===== src/rtl/referee_pkg.sv =====
// Shared definitions for the referee family: FSM encodings, default word layout and a
// width helper used to size index fields.
package referee_pkg;

  // Default word layout shared with the other referees.
  localparam int unsigned DefaultDw     = 10;
  localparam int unsigned DefaultDstLsb = 8;

  // FSM encodings.
  localparam logic [0:0] StIdle = 1'b0;
  localparam logic [0:0] StXfer = 1'b1;

  // Ceiling log2, never below 1 so that single-entry indices still get a real bit.
  function automatic int unsigned clog2(input int unsigned value);
    int unsigned width;
    width = 1;
    for (int unsigned i = 1; i < 32; i++) begin
      if ((32'd1 << i) < value) width = i + 1;
    end
    return width;
  endfunction

endpackage


===== src/rtl/referee_rr_arb.sv =====
// Combinational rotating-priority arbiter: the first eligible requester at or after
// `pointer` (wrapping) wins. The pointer itself is owned by the parent.
module referee_rr_arb
  import referee_pkg::*;
#(
  parameter int unsigned N  = 4,
  parameter int unsigned IW = clog2(N)
) (
  input  logic [N-1:0]  eligible,
  input  logic [IW-1:0] pointer,
  output logic [N-1:0]  grant,
  output logic [IW-1:0] grant_idx,
  output logic          any
);

  logic [IW-1:0] idx;

  // Scan from the pointer outward and keep only the first hit.
  always_comb begin
    grant     = '0;
    grant_idx = '0;
    any       = 1'b0;
    idx       = '0;
    for (int unsigned k = 0; k < N; k++) begin
      idx = IW'((32'(pointer) + k) % N);
      if (!any && eligible[idx]) begin
        any        = 1'b1;
        grant[idx] = 1'b1;
        grant_idx  = idx;
      end
    end
  end

endmodule


===== src/rtl/referee_rr.sv =====
// Round-robin flow-control referee between N_SRC show-ahead source FIFOs and N_DST
// destination FIFOs. One pop per cycle at most; the popped word is pushed to the
// destination named by its DST field one cycle later.
// Optional statistics (per-destination push counters, drop counter) are built when
// REFEREE_STATS_EN is defined.
module referee_rr
  import referee_pkg::*;
#(
  parameter int unsigned N_SRC   = 4,
  parameter int unsigned N_DST   = 4,
  parameter int unsigned DW      = DefaultDw,
  parameter int unsigned DST_LSB = DefaultDstLsb,
  parameter int unsigned QUANTUM = 4
) (
  input  logic                       clk,
  input  logic                       reset,
  input  logic [N_SRC-1:0]           src_empty,
  input  logic [N_SRC*DW-1:0]        src_data,
  output logic [N_SRC-1:0]           src_pop,
  input  logic [N_DST-1:0]           dst_almost_full,
  output logic [N_DST-1:0]           dst_push,
  output logic [DW-1:0]              dst_data,
  output logic [clog2(N_SRC)-1:0]    grant_id,
  output logic                       err_drop,
`ifdef REFEREE_STATS_EN
  output logic [32*N_DST-1:0]        push_count,
  output logic [15:0]                drop_count,
`endif
  output logic                       idle
);

  localparam int unsigned SW   = clog2(N_SRC);
  localparam int unsigned DSTW = clog2(N_DST);
  localparam int unsigned CW   = clog2(QUANTUM + 1);

  logic [0:0]       state_q, state_d;
  logic [SW-1:0]    grant_q, grant_d;
  logic [SW-1:0]    ptr_q, ptr_d;
  logic [SW-1:0]    rot_ptr, arb_ptr, arb_idx, pop_idx;
  logic [CW-1:0]    cnt_q, cnt_d;
  logic [N_SRC-1:0] eligible, arb_grant, pop_d;
  logic             arb_any, pop_any;
  logic [DSTW-1:0]  src_dst [N_SRC];

  logic [DW-1:0]    head_word;
  logic [DSTW-1:0]  head_dst;
  logic             head_in_range;

  // The single word in flight between its pop and its push.
  logic             pend_valid_q, pend_err_q;
  logic [DW-1:0]    pend_data_q;
  logic [DSTW-1:0]  pend_dst_q;
  logic [N_DST-1:0] push_d;

  // A source may be popped only if it has a word and its destination can take it.
  // Out-of-range destinations are always eligible so the word gets drained and flagged.
  always_comb begin
    for (int unsigned i = 0; i < N_SRC; i++) begin
      src_dst[i]  = src_data[i*DW + DST_LSB +: DSTW];
      eligible[i] = !src_empty[i] &&
                    ((32'(src_dst[i]) >= N_DST) || !dst_almost_full[src_dst[i]]);
    end
  end

  // On rotation the search restarts just past the current grant; from idle it uses
  // the stored pointer.
  always_comb begin
    rot_ptr = (32'(grant_q) == N_SRC - 1) ? '0 : grant_q + 1'b1;
    arb_ptr = (state_q == StXfer) ? rot_ptr : ptr_q;
  end

  referee_rr_arb #(
    .N  (N_SRC),
    .IW (SW)
  ) u_arb (
    .eligible  (eligible),
    .pointer   (arb_ptr),
    .grant     (arb_grant),
    .grant_idx (arb_idx),
    .any       (arb_any)
  );

  // FSM: keep popping the granted source until its quantum expires or it stalls, then
  // rotate and re-arbitrate in the same cycle so a lone source sees no gap.
  always_comb begin
    state_d = state_q;
    grant_d = grant_q;
    ptr_d   = ptr_q;
    cnt_d   = cnt_q;
    pop_d   = '0;
    pop_any = 1'b0;
    pop_idx = grant_q;
    case (state_q)
      StIdle: begin
        if (arb_any) begin
          state_d = StXfer;
          grant_d = arb_idx;
          cnt_d   = CW'(1);
          pop_any = 1'b1;
          pop_idx = arb_idx;
          pop_d   = arb_grant;
        end
      end
      StXfer: begin
        if (eligible[grant_q] && (cnt_q < CW'(QUANTUM))) begin
          cnt_d          = cnt_q + 1'b1;
          pop_any        = 1'b1;
          pop_d[grant_q] = 1'b1;
        end else begin
          ptr_d = rot_ptr;
          if (arb_any) begin
            grant_d = arb_idx;
            cnt_d   = CW'(1);
            pop_any = 1'b1;
            pop_idx = arb_idx;
            pop_d   = arb_grant;
          end else begin
            state_d = StIdle;
            cnt_d   = '0;
          end
        end
      end
      default: begin
        state_d = StIdle;
        cnt_d   = '0;
      end
    endcase
  end

  // Capture the head word of whichever source is being popped.
  always_comb begin
    head_word = '0;
    for (int unsigned i = 0; i < N_SRC; i++) begin
      if (32'(pop_idx) == i) head_word = src_data[i*DW +: DW];
    end
  end

  assign head_dst      = head_word[DST_LSB +: DSTW];
  assign head_in_range = 32'(head_dst) < N_DST;

  // Decode the in-flight word into a one-hot push; dropped words never push.
  always_comb begin
    push_d = '0;
    if (pend_valid_q && !pend_err_q) push_d[pend_dst_q] = 1'b1;
  end

  // State, in-flight word and registered outputs.
  always_ff @(posedge clk or posedge reset) begin
    if (reset) begin
      state_q      <= StIdle;
      grant_q      <= '0;
      ptr_q        <= '0;
      cnt_q        <= '0;
      src_pop      <= '0;
      pend_valid_q <= 1'b0;
      pend_err_q   <= 1'b0;
      pend_data_q  <= '0;
      pend_dst_q   <= '0;
      dst_push     <= '0;
      dst_data     <= '0;
      err_drop     <= 1'b0;
    end else begin
      state_q      <= state_d;
      grant_q      <= grant_d;
      ptr_q        <= ptr_d;
      cnt_q        <= cnt_d;
      src_pop      <= pop_d;
      pend_valid_q <= pop_any;
      if (pop_any) begin
        pend_data_q <= head_word;
        pend_dst_q  <= head_dst;
        pend_err_q  <= !head_in_range;
      end
      dst_push     <= push_d;
      dst_data     <= pend_data_q;
      err_drop     <= pend_valid_q && pend_err_q;
    end
  end

  assign grant_id = grant_q;
  assign idle     = (state_q == StIdle) && !pend_valid_q && (dst_push == '0) && !err_drop;

`ifdef REFEREE_STATS_EN
  // Saturating per-destination push counters and drop counter.
  always_ff @(posedge clk or posedge reset) begin
    if (reset) begin
      push_count <= '0;
      drop_count <= '0;
    end else begin
      for (int unsigned d = 0; d < N_DST; d++) begin
        if (dst_push[d] && (push_count[d*32 +: 32] != '1)) begin
          push_count[d*32 +: 32] <= push_count[d*32 +: 32] + 32'd1;
        end
      end
      if (err_drop && (drop_count != '1)) drop_count <= drop_count + 16'd1;
    end
  end
`endif

endmodule

===== config.mk =====
export PLATFORM = sky130hd
export DESIGN_NAME = referee_rr
export DESIGN_NICKNAME = d
export VERILOG_FILES = /design/src/rtl/referee_pkg.sv /design/src/rtl/referee_rr_arb.sv /design/src/rtl/referee_rr.sv
export SDC_FILE = /design/constraint.sdc
export NUM_CORES = 1
export LEC_CHECK = 0
export CORE_ASPECT_RATIO = 0.7
export CORE_MARGIN = 3
export CORE_UTILIZATION = 25
export CTS_CLUSTER_DIAMETER = 100
export DETAILED_ROUTE_END_ITERATION = 10
export GPL_ROUTABILITY_DRIVEN = 0
export PLACE_DENSITY_LB_ADDON = 0.3
export SYNTH_ARGS = -nofsm -noshare
export SYNTH_HDL_FRONTEND = slang
export SYNTH_SLANG_ARGS = --single-unit

===== constraint.sdc =====
create_clock -name clk -period 4.5 [get_ports clk]
set_clock_uncertainty 0.2 [all_clocks]
set_input_delay 0.9 -clock clk [delete_from_list [all_inputs] [get_ports clk]]
set_output_delay 0.9 -clock clk [all_outputs]
set_load 0.03 [all_outputs]

* Word-level counts from Yosys, hierarchy flattened
Index checks and enable logic that the tools add are counted.
** Cells by class
- $add $sub $neg :: 5
- Order comparisons :: 17
- Equality and inequality tests :: 5
- Multiplexer cells :: 62
- Bitwise logic cells :: 5
- Reduce and logical (&&, ||, !) cells :: 31
** Operator list (count)
- $mux 10 :: 4
- $lt 2x3->1 const B :: 10
- $mux 4 :: 7
- $mux 1 :: 22
- $bmux 1 s2 :: 9
- $logic_and 1x1->1 :: 16
- $mux 2 :: 8
- $demux 1 s2 :: 6
- $ge 2x1->1 const B :: 6
- $logic_not 1->1 :: 12
- $or 4x4->4 :: 3
- $pmux 4 s2 :: 1
- $eq 2x2->1 const B :: 3
- $mux 3 :: 2
- $pmux 3 s2 :: 1
- $add 2x1->2 const B :: 2
- $add 2x2->2 const B :: 2
- $logic_not 4->1 :: 1
- $pmux 2 s2 :: 1
- $add 3x1->3 const B :: 1
- $lt 3x3->1 const B :: 1
- $eq 2x1->1 const B :: 1
- $logic_not 2->1 :: 1
- $ne 2x2->1 const B :: 1
- 3 further kinds :: 4
** Word-level totals
- Bits in registers :: 38
- Input port bits :: 50
- Output and inout bits :: 22
- Logic and storage cells :: 134

* Depth between registers and ports, before layout
- Word-level depth :: 24
- Mapped depth :: 13
- Depth with buffers taken out :: 10

* Cells and area by module
A second synthesis with hierarchy kept.
** Unflattened totals
- Cells, all modules :: 294
- Area, all modules :: 2770.2 µm²
** Modules (own cells, without submodules)
- referee_rr :: instances 1, cells an instance 249, area each 2351.0 µm², sequential area each 900.9 µm²
- referee_rr_arb :: instances 1, cells an instance 45, area each 419.2 µm², sequential area each 0.0 µm²

* Least setup slack after synthesis
No wires, ideal clock.
- Path kind :: register -> register
- Start point :: register grant_q[0], in the netlist grant_id[0]
- End point :: register pend_data_q[0]
- Setup time :: 0.134 ns
- Data arrival time :: 3.474 ns
- Required time :: 4.166 ns
- Path slack :: 0.692 ns
- Cell stages (with the launch flop) :: 14
- Path buffers :: 3
- Clock period less this slack :: 3.808 ns
- Path through :: dfrtp_1 -> ha_1 -> or3b_1 -> and2_4 -> buf_12 -> ha_1 -> buf_1 -> mux4_2 -> and3_4 -> o221a_4 -> or2_4 -> buf_6 -> mux2i_1 -> a22oi_1
** Between the ends
- Longest elaborated chain between the ends :: 23
- Elaborated cells on any way between the ends :: 46
- Those cells by class :: 4 x add/sub; 4 x eq/ne; 30 x mux; 8 x reduce/logical
** Ends and longest elaborated chain
- start, declared :: RTL line referee_rr.sv:37 : logic [SW-1:0] grant_q, grant_d;
- start signal, assigned :: RTL line referee_rr.sv:164 : grant_q <= grant_d;
- branches (longest 17 deep; another with $add 2x1->2)
- $pmux 2 s2 (*)
- net grant_d[0] :: RTL line referee_rr.sv:37
- $logic_not 2->1 :: RTL line referee_rr.sv:134 : if (32'(pop_idx) == i) head_word = src_data[i*DW +: DW];
- $mux 10 (3 in series) :: RTL line referee_rr.sv:134
- $mux 10 (*) :: RTL line referee_rr.sv:134
- end signal, assigned :: RTL line referee_rr.sv:170 : pend_data_q <= head_word;
- end, declared :: RTL line referee_rr.sv:51 : logic [DW-1:0] pend_data_q;
Mark *: on every way through the listed nets, which the timed path passes. The select of a mux whose other input is x is not followed.
A chain may end at the register's enable or synchronous reset.

* Final worst setup path
- Start point :: input src_data[19]
- End point :: register pend_data_q[1]
** Between the ends
- Longest elaborated chain between the ends :: 24
- Elaborated cells on any way between the ends :: 43
- Those cells by class :: 3 x eq/ne; 30 x mux; 10 x reduce/logical
** Ends and longest elaborated chain
- start, declared :: RTL line referee_rr.sv:18 : input logic [N_SRC*DW-1:0] src_data,
- $bmux 1 s2 (*) :: RTL line referee_rr.sv:61 : ((32'(src_dst[i]) >= N_DST) || !dst_almost_full[src_dst[i]]);
- $mux 1 (not written as such) (*) :: RTL line referee_rr.sv:61
- $logic_not 1->1 (*) :: RTL line referee_rr.sv:61
- $logic_and 1x1->1 (*) :: RTL line referee_rr.sv:60 : eligible[i] = !src_empty[i] &&
- $bmux 1 s2 :: RTL line referee_rr_arb.sv:26 : if (!any && eligible[idx]) begin
- $mux 1 (not written as such) :: RTL line referee_rr_arb.sv:26
- $mux 1 :: RTL line referee_rr_arb.sv:26
- $logic_not 1->1 :: RTL line referee_rr_arb.sv:26
- [4 not listed]
- $mux 1 :: RTL line referee_rr_arb.sv:26
- $logic_not 1->1 :: RTL line referee_rr_arb.sv:26
- $logic_and 1x1->1 :: RTL line referee_rr_arb.sv:26
- $mux 2 / $mux 1 (equally long branches) :: RTL line referee_rr_arb.sv:26
- $mux 2 (2 in series)
- $pmux 2 s2
- $logic_not 2->1 :: RTL line referee_rr.sv:134
- $mux 10 (4 in series) :: RTL line referee_rr.sv:134
Every way passes the cells marked *; elsewhere a longest branch is shown, timed or not. The select of a mux whose other input is x is not followed.

==> results.txt <==
----------------------------------------------------
[Outcome]
  Run status ... finished, final reports clean

[Die]
  Die area ... roughly 10000 sq um
  Overall die width ... around 120 microns
  Core footprint ... 8723 sq um
  Die boundary height ... between 80 and 90 microns
  Std cell rows ... 28
  I/O Pins ... between 70 and 80
  Effective utilization at floorplan ... 26.58%

[Yosys]
  Syn Area/Cell ... 10.59 sq um
  Sequential share of the synthesized area ... 38.86%
  Net count of the mapped netlist ... about 280
  Count of distinct cell types in the synthesized netlist ... 58
  Number of flops mapped to enable cells by yosys ... 0
  Synthesized netlist cell count ... approximately 220
  Synth Cell Area ... 2318 sq um
  Fraction of synthesis flops using an asynchronous set or reset pin ... 100.0%
  Synthesis Warnings ... 0
  Flops & latches, synth ... 36
  Flip-flop cell with the highest count after synthesis ... sky130_fd_sc_hd__dfrtp_1

[Power and ir drop]
  Leak ... around 0.0014 uW
  Sequential group share of total power ... a little over a fifth
  Pwr Density ... slightly above 800 nW/um^2
  Total power ... 2706 uW
  Switching part of the total power ... a little under half
  Net switching component of the power ... 1243 uW
  Worst supply voltage drop on vdd ... about 310 uV
  Proportion of power drawn by the clock network ... 12.5%
  P_int ... roughly 1500 uW
  Portion of total power attributed to combinational logic ... between 60% and 70%

[Clock tree]
  H-Tree Depth ... 2
  TritonCTS Sinks ... 36
  Worst-skew pair later-pin latency ... 0.28 ns
  Clock input transition at the sequential cells of the worst setup and hold paths ... ~0.060 ns
  Clock tree from TritonCTS ... done
  Number of buffers inserted by post-CTS setup repair ... 0
  Number of buffers between clock root and the deepest sink ... 2
  Library cell used as clock root buffer ... sky130_fd_sc_hd__clkbuf_16
  # hold bufs at CTS ... 0
  Clock buffers created by TritonCTS ... 5
  Gates resized, CTS repair ... 0

[Critical path]
  Depth of the critical timing path with buffers and inverters included ... 11
  Required arrival time at the worst endpoint ... 4.44 ns
  Worst Path Class, Setup ... input pin to flip-flop
  WP data arrival ... just under 4 ns
  Longest individual stage delay on the worst path ... 0.69 ns
  Worst path cell trace ... clkdlybuf4s50_1 > mux2i_1 > a22oi_1 > a2111oi_1 > o21ai_1 > buf_4 > o221a_4 > nand4bb_1 > buf_4 > o221ai_1 > a22oi_1
  Worst Reg-to-Reg Cells ... 11
  Buf+Inv Stages, Crit Path ... 3
  Slowest cell on the critical path ... sky130_fd_sc_hd__a2111oi_1
  Maximum net fanout on the critical path ... 10
  Type of element capturing the critical path ... flip-flop
  Cell family contributing the most delay on the critical path ... compound AO/OA/AOI/OAI gates
  Category of the worst setup path launch point ... input pin

[Detailed routing]
  DRT Pass-1 Iters ... 4
  Detailed-route vias per instance ... 5.084
  Antenna Violating Nets Remaining ... 0
  Residual DRC count ... 0
  Post-detailed-routing wire length ... roughly 6800 microns
  DR vias ... 2115
  Number of design-rule violations left by the first detailed-router iteration ... 210
  Avg WL per Cell ... between 15 and 20 microns

[STA]
  Total count of max-transition violations in the final report ... 0
  Fraction of the cycle the final worst path needs ... 88.84%
  Time the worst path needs with I/O delays and setup ... 3.998 ns
  Setup violation total in the final timing report ... 0
  Final setup TNS ... 0 ns
  Max_slew headroom ... between 50% and 60%
  Number of failing hold endpoints at the final stage ... 0
  Worst Max-Slew Pin Slew ... between 0.6 and 0.7 ns
  RSZ-0062 raised after global routing ... false
  F_max ... ~250 MHz
  Worst Setup Slack, final ... between 0.5 and 0.6 ns

[Global routing]
  Initial antenna violation count ... 0
  Global-route wire length before repair ... approximately 11000 microns
  Global Route Usage Sum ... a little over an eighth
  Number of global-route vias before repair ... around 2200
  Largest net degree at the start of global routing ... 37
  Total gr overflow ... 0

[Final layout]
  Final net count ... 358
  Final core utilization ... between 30% and 40%
  Area used by sequential logic in the layout ... 900.9 sq um
  Synthesis-to-finish area growth ... 42.85%
  Proportion of layout cells with a drive suffix above 1 ... 13.18%
  Antenna diode count ... 0
  Footprint of the multi-input gates ... 1318 sq um
  Number of inserted filler cells in the final layout ... around 870

[Hold path]
  Count of cells along the worst hold path ... 0
  Worst min path class ... flip-flop to flip-flop

[Placement]
  Sum of net half-perimeters after detailed placement ... between 5000 and 6000 microns
  Worst Setup Slack post-DPL ... about 0.24 ns
  Port Buffer Count ... 70

[Job]
  Maxcap violations ... 0

----------------------------------------------------
[through the flow]
step	cells	hold WS (ns)	instance area [sq um]
3_5_place_dp	408	0.1880	3168
2_1_floorplan	219	0.1740	2318
3_3_place_gp	408	0.1822	3168
5_1_grt	416	0.2108	3312
4_1_cts	416	0.1980	3312
6_report	416	0.1968	3312
[sequential cells by signal, indices dropped and copies added, names as in the netlist]
register / cells
dst_data: 10
pend_data_q: 10
dst_push: 4
src_pop: 4
cnt_q: 3
grant_id: 2
ptr_q: 2
pend_valid_q: 1
[area by class of cell]
| cell class | instances | area share (%) |
|---|---|---|
| inverter | 7 | 0.9445 |
| clock inverter | 3 | 0.5667 |
| timing repair buffer | 79 | 23.20 |
| multi-input combinational | 166 | 39.78 |
| clock buffer | 5 | 3.778 |
| tap | 120 | 4.533 |
| sequential | 36 | 27.20 |
[cell usage after synthesis (2+ instances only)]
cell | instances | area share (%)
sky130_fd_sc_hd__mux2i_1 | 15 | 6.5
sky130_fd_sc_hd__a21oi_1 | 14 | 3.0
sky130_fd_sc_hd__mux2_2 | 6 | 2.9
sky130_fd_sc_hd__o221ai_1 | 10 | 3.8
sky130_fd_sc_hd__clkbuf_1 | 3 | 0.49
sky130_fd_sc_hd__or2_1 | 2 | 0.54
sky130_fd_sc_hd__a221o_1 | 4 | 1.7
sky130_fd_sc_hd__buf_2 | 2 | 0.43
sky130_fd_sc_hd__nor2_1 | 16 | 2.6
sky130_fd_sc_hd__buf_6 | 2 | 0.97
sky130_fd_sc_hd__dfrtp_1 | 36 | 39
sky130_fd_sc_hd__inv_1 | 5 | 0.81
sky130_fd_sc_hd__o21ai_1 | 2 | 0.43
sky130_fd_sc_hd__nor2b_1 | 2 | 0.54
sky130_fd_sc_hd__a211oi_1 | 3 | 0.97
sky130_fd_sc_hd__a31oi_1 | 3 | 0.81
sky130_fd_sc_hd__nor3_1 | 4 | 0.86
sky130_fd_sc_hd__mux4_2 | 4 | 3.9
sky130_fd_sc_hd__a22o_1 | 4 | 1.5
sky130_fd_sc_hd__a22oi_1 | 15 | 4.9
sky130_fd_sc_hd__ha_1 | 13 | 7.0
sky130_fd_sc_hd__nand3_1 | 6 | 1.3
sky130_fd_sc_hd__nand2_1 | 13 | 2.1
[metal layers]
layer / vias to the layer above / GRT usage (%) / routed length (microns)
li1: 1001 / - / -
met1: 1007 / 18.58 / 3241
met2: 98 / 19.76 / 2790
met3: 9 / 4.827 / 672
met4: 0 / 2.572 / 65
met5: - / 0 / 0
[cells in the final DEF, fill, tap and decap left out, types with 5 or more instances in the layout]
| cell type | n |
|---|---|
| sky130_fd_sc_hd__clkdlybuf4s50_1 | 70 |
| sky130_fd_sc_hd__buf_4 | 9 |
| sky130_fd_sc_hd__o221ai_1 | 10 |
| sky130_fd_sc_hd__mux2_2 | 6 |
| sky130_fd_sc_hd__dfrtp_1 | 36 |
| sky130_fd_sc_hd__a22oi_1 | 15 |
| sky130_fd_sc_hd__nor2_1 | 16 |
| sky130_fd_sc_hd__inv_1 | 5 |
| sky130_fd_sc_hd__ha_1 | 13 |
| sky130_fd_sc_hd__clkbuf_16 | 5 |
| sky130_fd_sc_hd__nand2_1 | 13 |
| sky130_fd_sc_hd__mux2i_1 | 15 |
| sky130_fd_sc_hd__nand3_1 | 6 |
| sky130_fd_sc_hd__a21oi_1 | 14 |
[power groups by stage]
stage / sequential (uW) / combinational, uW / clock (uW)
2_1_floorplan: 726 / 1110 / 0
3_3_place_gp: 596 / 1730 / 0
3_5_place_dp: 594 / 1770 / 0
4_1_cts: 590 / 1780 / 348
5_1_grt: 610 / 1940 / 367
6_report: 590 / 1780 / 337
[cell families (layout without fill, tap and decap cells)]
group | count (synthesis) | in the layout | share of synthesized area [%]
AO/OA/AOI/OAI | 70 | 70 | 23.53
AND/OR/NAND/NOR | 57 | 57 | 12.58
flip-flops | 36 | 36 | 38.86
multiplexers | 25 | 25 | 13.28
buffers and inverters | 17 | 94 | 4.587
adder cells (fa/ha/maj) | 13 | 13 | 7.016
other | 1 | 1 | 0.1617
[path summary, 6_finish.rpt]
kind,startpoint,to,slack [ns]
max,src_data[19],pend_data_q[1],0.50
min,pend_data_q[3],dst_data[3],0.20
max reg2reg,grant_id[0],pend_data_q[1],0.52
min reg2reg,pend_data_q[3],dst_data[3],0.20
max in group asynchronous,reset,dst_data[4],2.93
min in group asynchronous,reset,dst_push[3],0.84
Power figures use the tool's default switching activity.
==> variant 1 (same settings) <==
`N_DST`: 4 -> 3.
--- a/src/rtl/referee_rr.sv
+++ b/src/rtl/referee_rr.sv
@@ -7,7 +7,7 @@
   import referee_pkg::*;
 #(
   parameter int unsigned N_SRC   = 4,
-  parameter int unsigned N_DST   = 4,
+  parameter int unsigned N_DST   = 3,
   parameter int unsigned DW      = DefaultDw,
   parameter int unsigned DST_LSB = DefaultDstLsb,
   parameter int unsigned QUANTUM = 4
Interface: changed (resized dst_almost_full and dst_push); port bits go from 72 to 70. No check against the original RTL was run, so the function may have changed too.
==> variant 1 against the unedited design <==
  * Via count is 1.2% lower
  * Register-to-register slack worse by 0.02 ns
  * Critical path depth is 2 higher
  * Sequential cell count is 1 higher
  * Area after synthesis is 5.6% higher
  * Count of clock-buffer cells in the layout stayed put
  * Total power is 11% higher
  * Final area is 6.6% higher
  * Worst setup slack worse by 0.0047 ns
  * Routed wire length is 10% lower
==> variant 1: results (changes against the unedited design) <==
Outcome:
- The run finished with clean final reports.

Critical path:
- The depth of the most critical reg-to-reg path is 13 (+2).
- The worst register-to-register path ends at pend_data_q[6]$_DFFE_PP0P_.
- The worst setup slack for register-to-register paths is 0.50 ns (-0.02 ns).
- The data arrival time of the critical path came to 4.00 ns (+0.06 ns).
- The largest fanout on the critical path is 21 (+11).
- The delay of the slowest cell on the worst path is 0.49 ns (-0.20 ns).

Power and ir drop:
- The standby leakage power came to 1.53 nW (+9.3%).
- The maximum vdd ir drop is 283 uV (-7.8%).

Place:
- The total placed instance area is 3340 um2 (+5.3%).
- The total of buffers placed on input and output ports came to 69 (-1.4%).
- The post-placement worst setup slack is 0.276 ns (+0.0344 ns).

Global routing:
- The first-pass GRT wire length is 10.0 mm (-8.8%).
- The aggregate global-route resource usage is 10.9% (-2.3 points).
- The met2 usage is 14.2% (-5.5 points).
- The largest net degree at the start of global routing is 24 (-35%).
- The met3 layer usage reported by global route is 2.53% (-2.3 points).

Route:
- The total via count in the routed design was 2089 (-1.2%).
- The total routed wirelength was 6.07 mm (-10%).

Cells and area:
- The number of nets at the end of the flow is 385 (+7.5%).
- The count of filler cells inserted in the layout is 939 (+8.1%).

Logic synthesis:
- The proportion of synthesized area in mux cells is 18.7% (+5.4 points).
- The post-synth net total is 307 (+8.9%).
- The synthesized-area fraction occupied by ao, oa, aoi and oai cells is 17.1% (-6.5 points).
- The share of synthesized cell area in full adder, half adder and majority cells came to 6.64% (-0.37 points).
- The sequential element share of the synthesized area is 37.8% (-1.0 points).
- The commonest cells after synthesis are dfrtp_1 (37), mux2i_1 (31), nand2_1 (23).

STA:
- The worst-case hold slack was 0.173 ns (-0.0238 ns).
- The actual slew at the worst max-slew pin is 0.831 ns (+0.182 ns).
## variant 1: cell types whose count changed after synthesis, sizes merged, moves of 9 or more
cell / before / now
o221ai: 10 / 1
a22oi: 16 / 3
nand2: 13 / 23
o21ai: 3 / 15
mux2i: 15 / 31
## variant 1: layout make-up
| class | count | share of cell area, % |
|---|---|---|
| Tap cell | 124 | 4.40 |
| Clock inverter | 3 | 1.95 |
| Sequential cell | 37 | 26.2 |
| Inverter | 14 | 1.49 |
| Timing Repair Buffer | 83 | 22.9 |
| Multi-Input combinational cell | 182 | 39.5 |
| Clock buffer | 5 | 3.54 |
## variant 1: routing by layer
metal	vias up	wire, um
li1	1055	-
met1	959	3420
met2	73	2270
met3	2	359
met4	0	14
met5	-	0
## variant 1: report_power, final
part,internal [mW],switching (mW)
Combinational,0.897,1.07
Clock,0.319,0.131
Sequential,0.499,0.0890
==> variant 2 (same flow settings) <==
Made on the original files. Take the reset off `dst_data` and load it in a clocked block of its own.
--- a/src/rtl/referee_rr.sv
+++ b/src/rtl/referee_rr.sv
@@ -157,7 +157,6 @@
       pend_data_q  <= '0;
       pend_dst_q   <= '0;
       dst_push     <= '0;
-      dst_data     <= '0;
       err_drop     <= 1'b0;
     end else begin
       state_q      <= state_d;
@@ -172,9 +171,12 @@
         pend_err_q  <= !head_in_range;
       end
       dst_push     <= push_d;
-      dst_data     <= pend_data_q;
       err_drop     <= pend_valid_q && pend_err_q;
     end
+  end
+
+  always_ff @(posedge clk) begin
+    dst_data <= pend_data_q;
   end
 
   assign grant_id = grant_q;
Behaviour: differs if reset is asserted again (counterexample within 4 cycles, from zero or initial values and one cycle with reset high); with reset held inactive, the same outputs for 10 cycles.
==> variant 2 against the unedited design <==
  * Global-route usage decreased by 0.97 points
  * Die area decreased by 1.2%
  * Area after synthesis decreased by 1.3%
  * Worst setup slack improved by 0.062 ns
  * Critical endpoint is now pend_data_q[3]$_DFFE_PP0P_
  * Sequential cell count unchanged
  * Total power is 12% lower
  * Sequential share of layout area down 1.2 points
  * Final area fell by 1.2%
  * Routed wire length down 9.3%
==> variant 2: results (changes against the unedited design) <==
Outcome:
- The run finished with clean final reports.

Logic synthesis:
- The total number of yosys warnings came to 0 (unchanged).
- The count of distinct cell types in the synthesized netlist came to 47 (-19%).
- In the synthesized netlist, the cells that appear most often are nand2_1 (34), dfrtp_1 (26), mux2i_1 (24).
- After synthesis, the cell types taking the most area are dfrtp_1 (28%), mux2i_1 (10%), dfxtp_1 (8.7%).
- The parity-gate share of the synthesized area counting xor and xnor cells is 0% (unchanged).
- The sequential element share of the synthesized area is 37.2% (-1.7 points).
- The post-synth net total is 300 (+6.4%).
- The proportion of synthesized area in mux cells is 13.9% (+0.67 points).
- For this run, the leading register cell type out of synthesis is dfrtp_1.
- The synthesized-area fraction occupied by ao, oa, aoi and oai cells is 20.2% (-3.3 points).
- The share of synthesized cell area in full adder, half adder and majority cells was 7.11% (+0.092 points).
- The share of synthesized registers carrying an async set or reset is 72.2% (-28 points).

Route:
- The total via count in the routed design is 2089 (-1.2%).
- The violation count after the first detailed-route iteration is 103 (-51%).
- The total routed wirelength is 6.14 mm (-9.3%).
- The number of detailed-routing iterations run before antenna repair is 4 (unchanged).

Critical path:
- The worst setup slack for register-to-register paths came to 0.62 ns (+0.10 ns).
- The largest fanout on the critical path is 12 (+2).
- The worst flop-to-flop path startpoint is grant_id[0]$_DFF_PP0_.
- The worst register-to-register path ends at pend_data_q[3]$_DFFE_PP0P_.
- The depth of the most critical reg-to-reg path is 11 (unchanged).
- The data arrival time of the critical path came to 3.93 ns (about the same).

Hold path:
- The worst hold path begins at pend_data_q[5]$_DFFE_PP0P_.
- The sink of the worst hold path is dst_data[5]$_DFF_P_.
- The number of instances on the worst hold path is 0 (unchanged).
- The worst min-delay path category is register to register.

Place:
- The total of buffers placed on input and output ports was 70 (unchanged).
- The post-placement worst setup slack is 0.305 ns (+0.0630 ns).
- The placed wire-length estimate after detailed placement is 4.89 mm (-5.3%).

Clock tree:
- The clock reaches the later pin of the worst-skew pair after 0.27 ns.
- The buffer count from post-CTS setup fixing is 0 (unchanged).
- The count of instances resized after the clock tree is built is 0 (unchanged).
- The level count of the clock H-tree is 2 (unchanged).
- Clock-pin slew was measured on the worst setup and hold paths at 0.05 ns.
- The worst-case clock buffer depth is 2 (unchanged).
- The number of buffers inserted during clock tree synthesis is 5 (unchanged).
- The cell chosen for the clock root is clkbuf_16.

Global routing:
- The first-pass GRT wire length is 10.3 mm (-6.3%).
- The aggregate global-route resource usage is 12.3% (-0.97 points).
- The via count of the first global-routing pass came to 2030 (-5.8%).
- The largest net degree at the start of global routing was 27 (-27%).
- The initial antenna violation count is 0 (unchanged).

Cells and area:
- The share of cells above drive strength 1 is 9.94% (-3.2 points).
- The antenna diode count is 0 (unchanged).
- The count of filler cells inserted in the layout was 915 (+5.3%).
- In the final layout, the registers with the most flip-flops are dst_data (10), pend_data_q (10).
- The number of nets at the end of the flow is 374 (+4.5%).

STA:
- The actual slew at the worst max-slew pin is 1.02 ns (+0.367 ns).

Power and ir drop:
- The standby leakage power is 1.46 nW (+4.4%).
- The maximum vdd ir drop is 239 uV (-22%).
[variant 2: cell count changes in the layout (fill, tap and decap cells not counted), moves of 6 or more]
cell / unedited run / this run
a22oi_1: 15 / 0
dfrtp_1: 36 / 26
nor2_1: 16 / 22
nand2_1: 13 / 34
and3_1: 1 / 8
mux2i_1: 15 / 24
dfxtp_1: 0 / 10
[variant 2: power by group]
group,internal [mW],switching [mW]
combinational,0.640,0.827
clock,0.218,0.123
sequential,0.477,0.102
[variant 2: critical path: stages]
cell	delay, ns
clkdlybuf4s50_1	0.55
mux2i_1	0.14
a22oi_2	0.35
mux2i_1	0.20
mux2i_2	0.33
a31o_1	0.22
a32o_2	0.44
or2_0	0.45
o221ai_1	0.17
a21oi_1	0.18
[variant 2: routing by layer]
| layer | vias up | global-route usage, % | share of wire (%) |
|---|---|---|---|
| li1 | 1010 | - | - |
| met1 | 996 | 19.0 | 52 |
| met2 | 81 | 16.8 | 40 |
| met3 | 2 | 3.76 | 7.9 |
| met4 | 0 | 1.95 | 0.31 |
| met5 | - | 0 | 0 |
[variant 2: final cells by class]
type | count | area [um2] | share of cell area (%)
multi-input cells | 183 | 1340 | 40.9
flip-flops and latches | 36 | 851 | 26.0
repair buffers | 77 | 753 | 23.0
well taps | 120 | 150 | 4.59
clock buffers | 6 | 139 | 4.24
inverters | 8 | 30.0 | 0.918
clock inverters | 2 | 10.0 | 0.306
[variant 2: how the worst max path moves through the flow]
stage / startpoint / end / slack, ns / cells after the start
floorplan: grant_id[0]$_DFF_PP0_ / pend_data_q[1]$_DFFE_PP0P_ / 0.58 / 14
global placement: src_data[29] / pend_data_q[6]$_DFFE_PP0P_ / 0.40 / 10
detailed placement: src_data[19] / pend_data_q[3]$_DFFE_PP0P_ / 0.30 / 10
CTS: src_data[29] / pend_data_q[3]$_DFFE_PP0P_ / 0.59 / 10
global route: dst_almost_full[3] / pend_data_q[3]$_DFFE_PP0P_ / 0.31 / 10
finish: dst_almost_full[3] / pend_data_q[3]$_DFFE_PP0P_ / 0.56 / 10
[variant 2: metrics by stage]
| step | hold slack, ns | utilization, % | cells | instance area (um2) |
|---|---|---|---|---|
| 2_1_floorplan | 0.147 | - | 237 | 2290 |
| 5_1_grt | 0.173 | 37.7 | 432 | 3270 |
| 4_1_cts | 0.169 | 37.7 | 432 | 3270 |
| 3_5_place_dp | 0.152 | 35.9 | 424 | 3120 |
| 6_report | 0.170 | 37.7 | 432 | 3270 |
| 3_3_place_gp | 0.152 | 35.9 | 424 | 3120 |
[variant 2: kinds of logic after synthesis]
| kind of cell | Yosys count |
|---|---|
| flops | 36 |
| mux | 30 |
| fa+ha+maj | 13 |
| other cells | 1 |
| compound gates | 54 |
| simple gates | 85 |
| buf+inv | 18 |
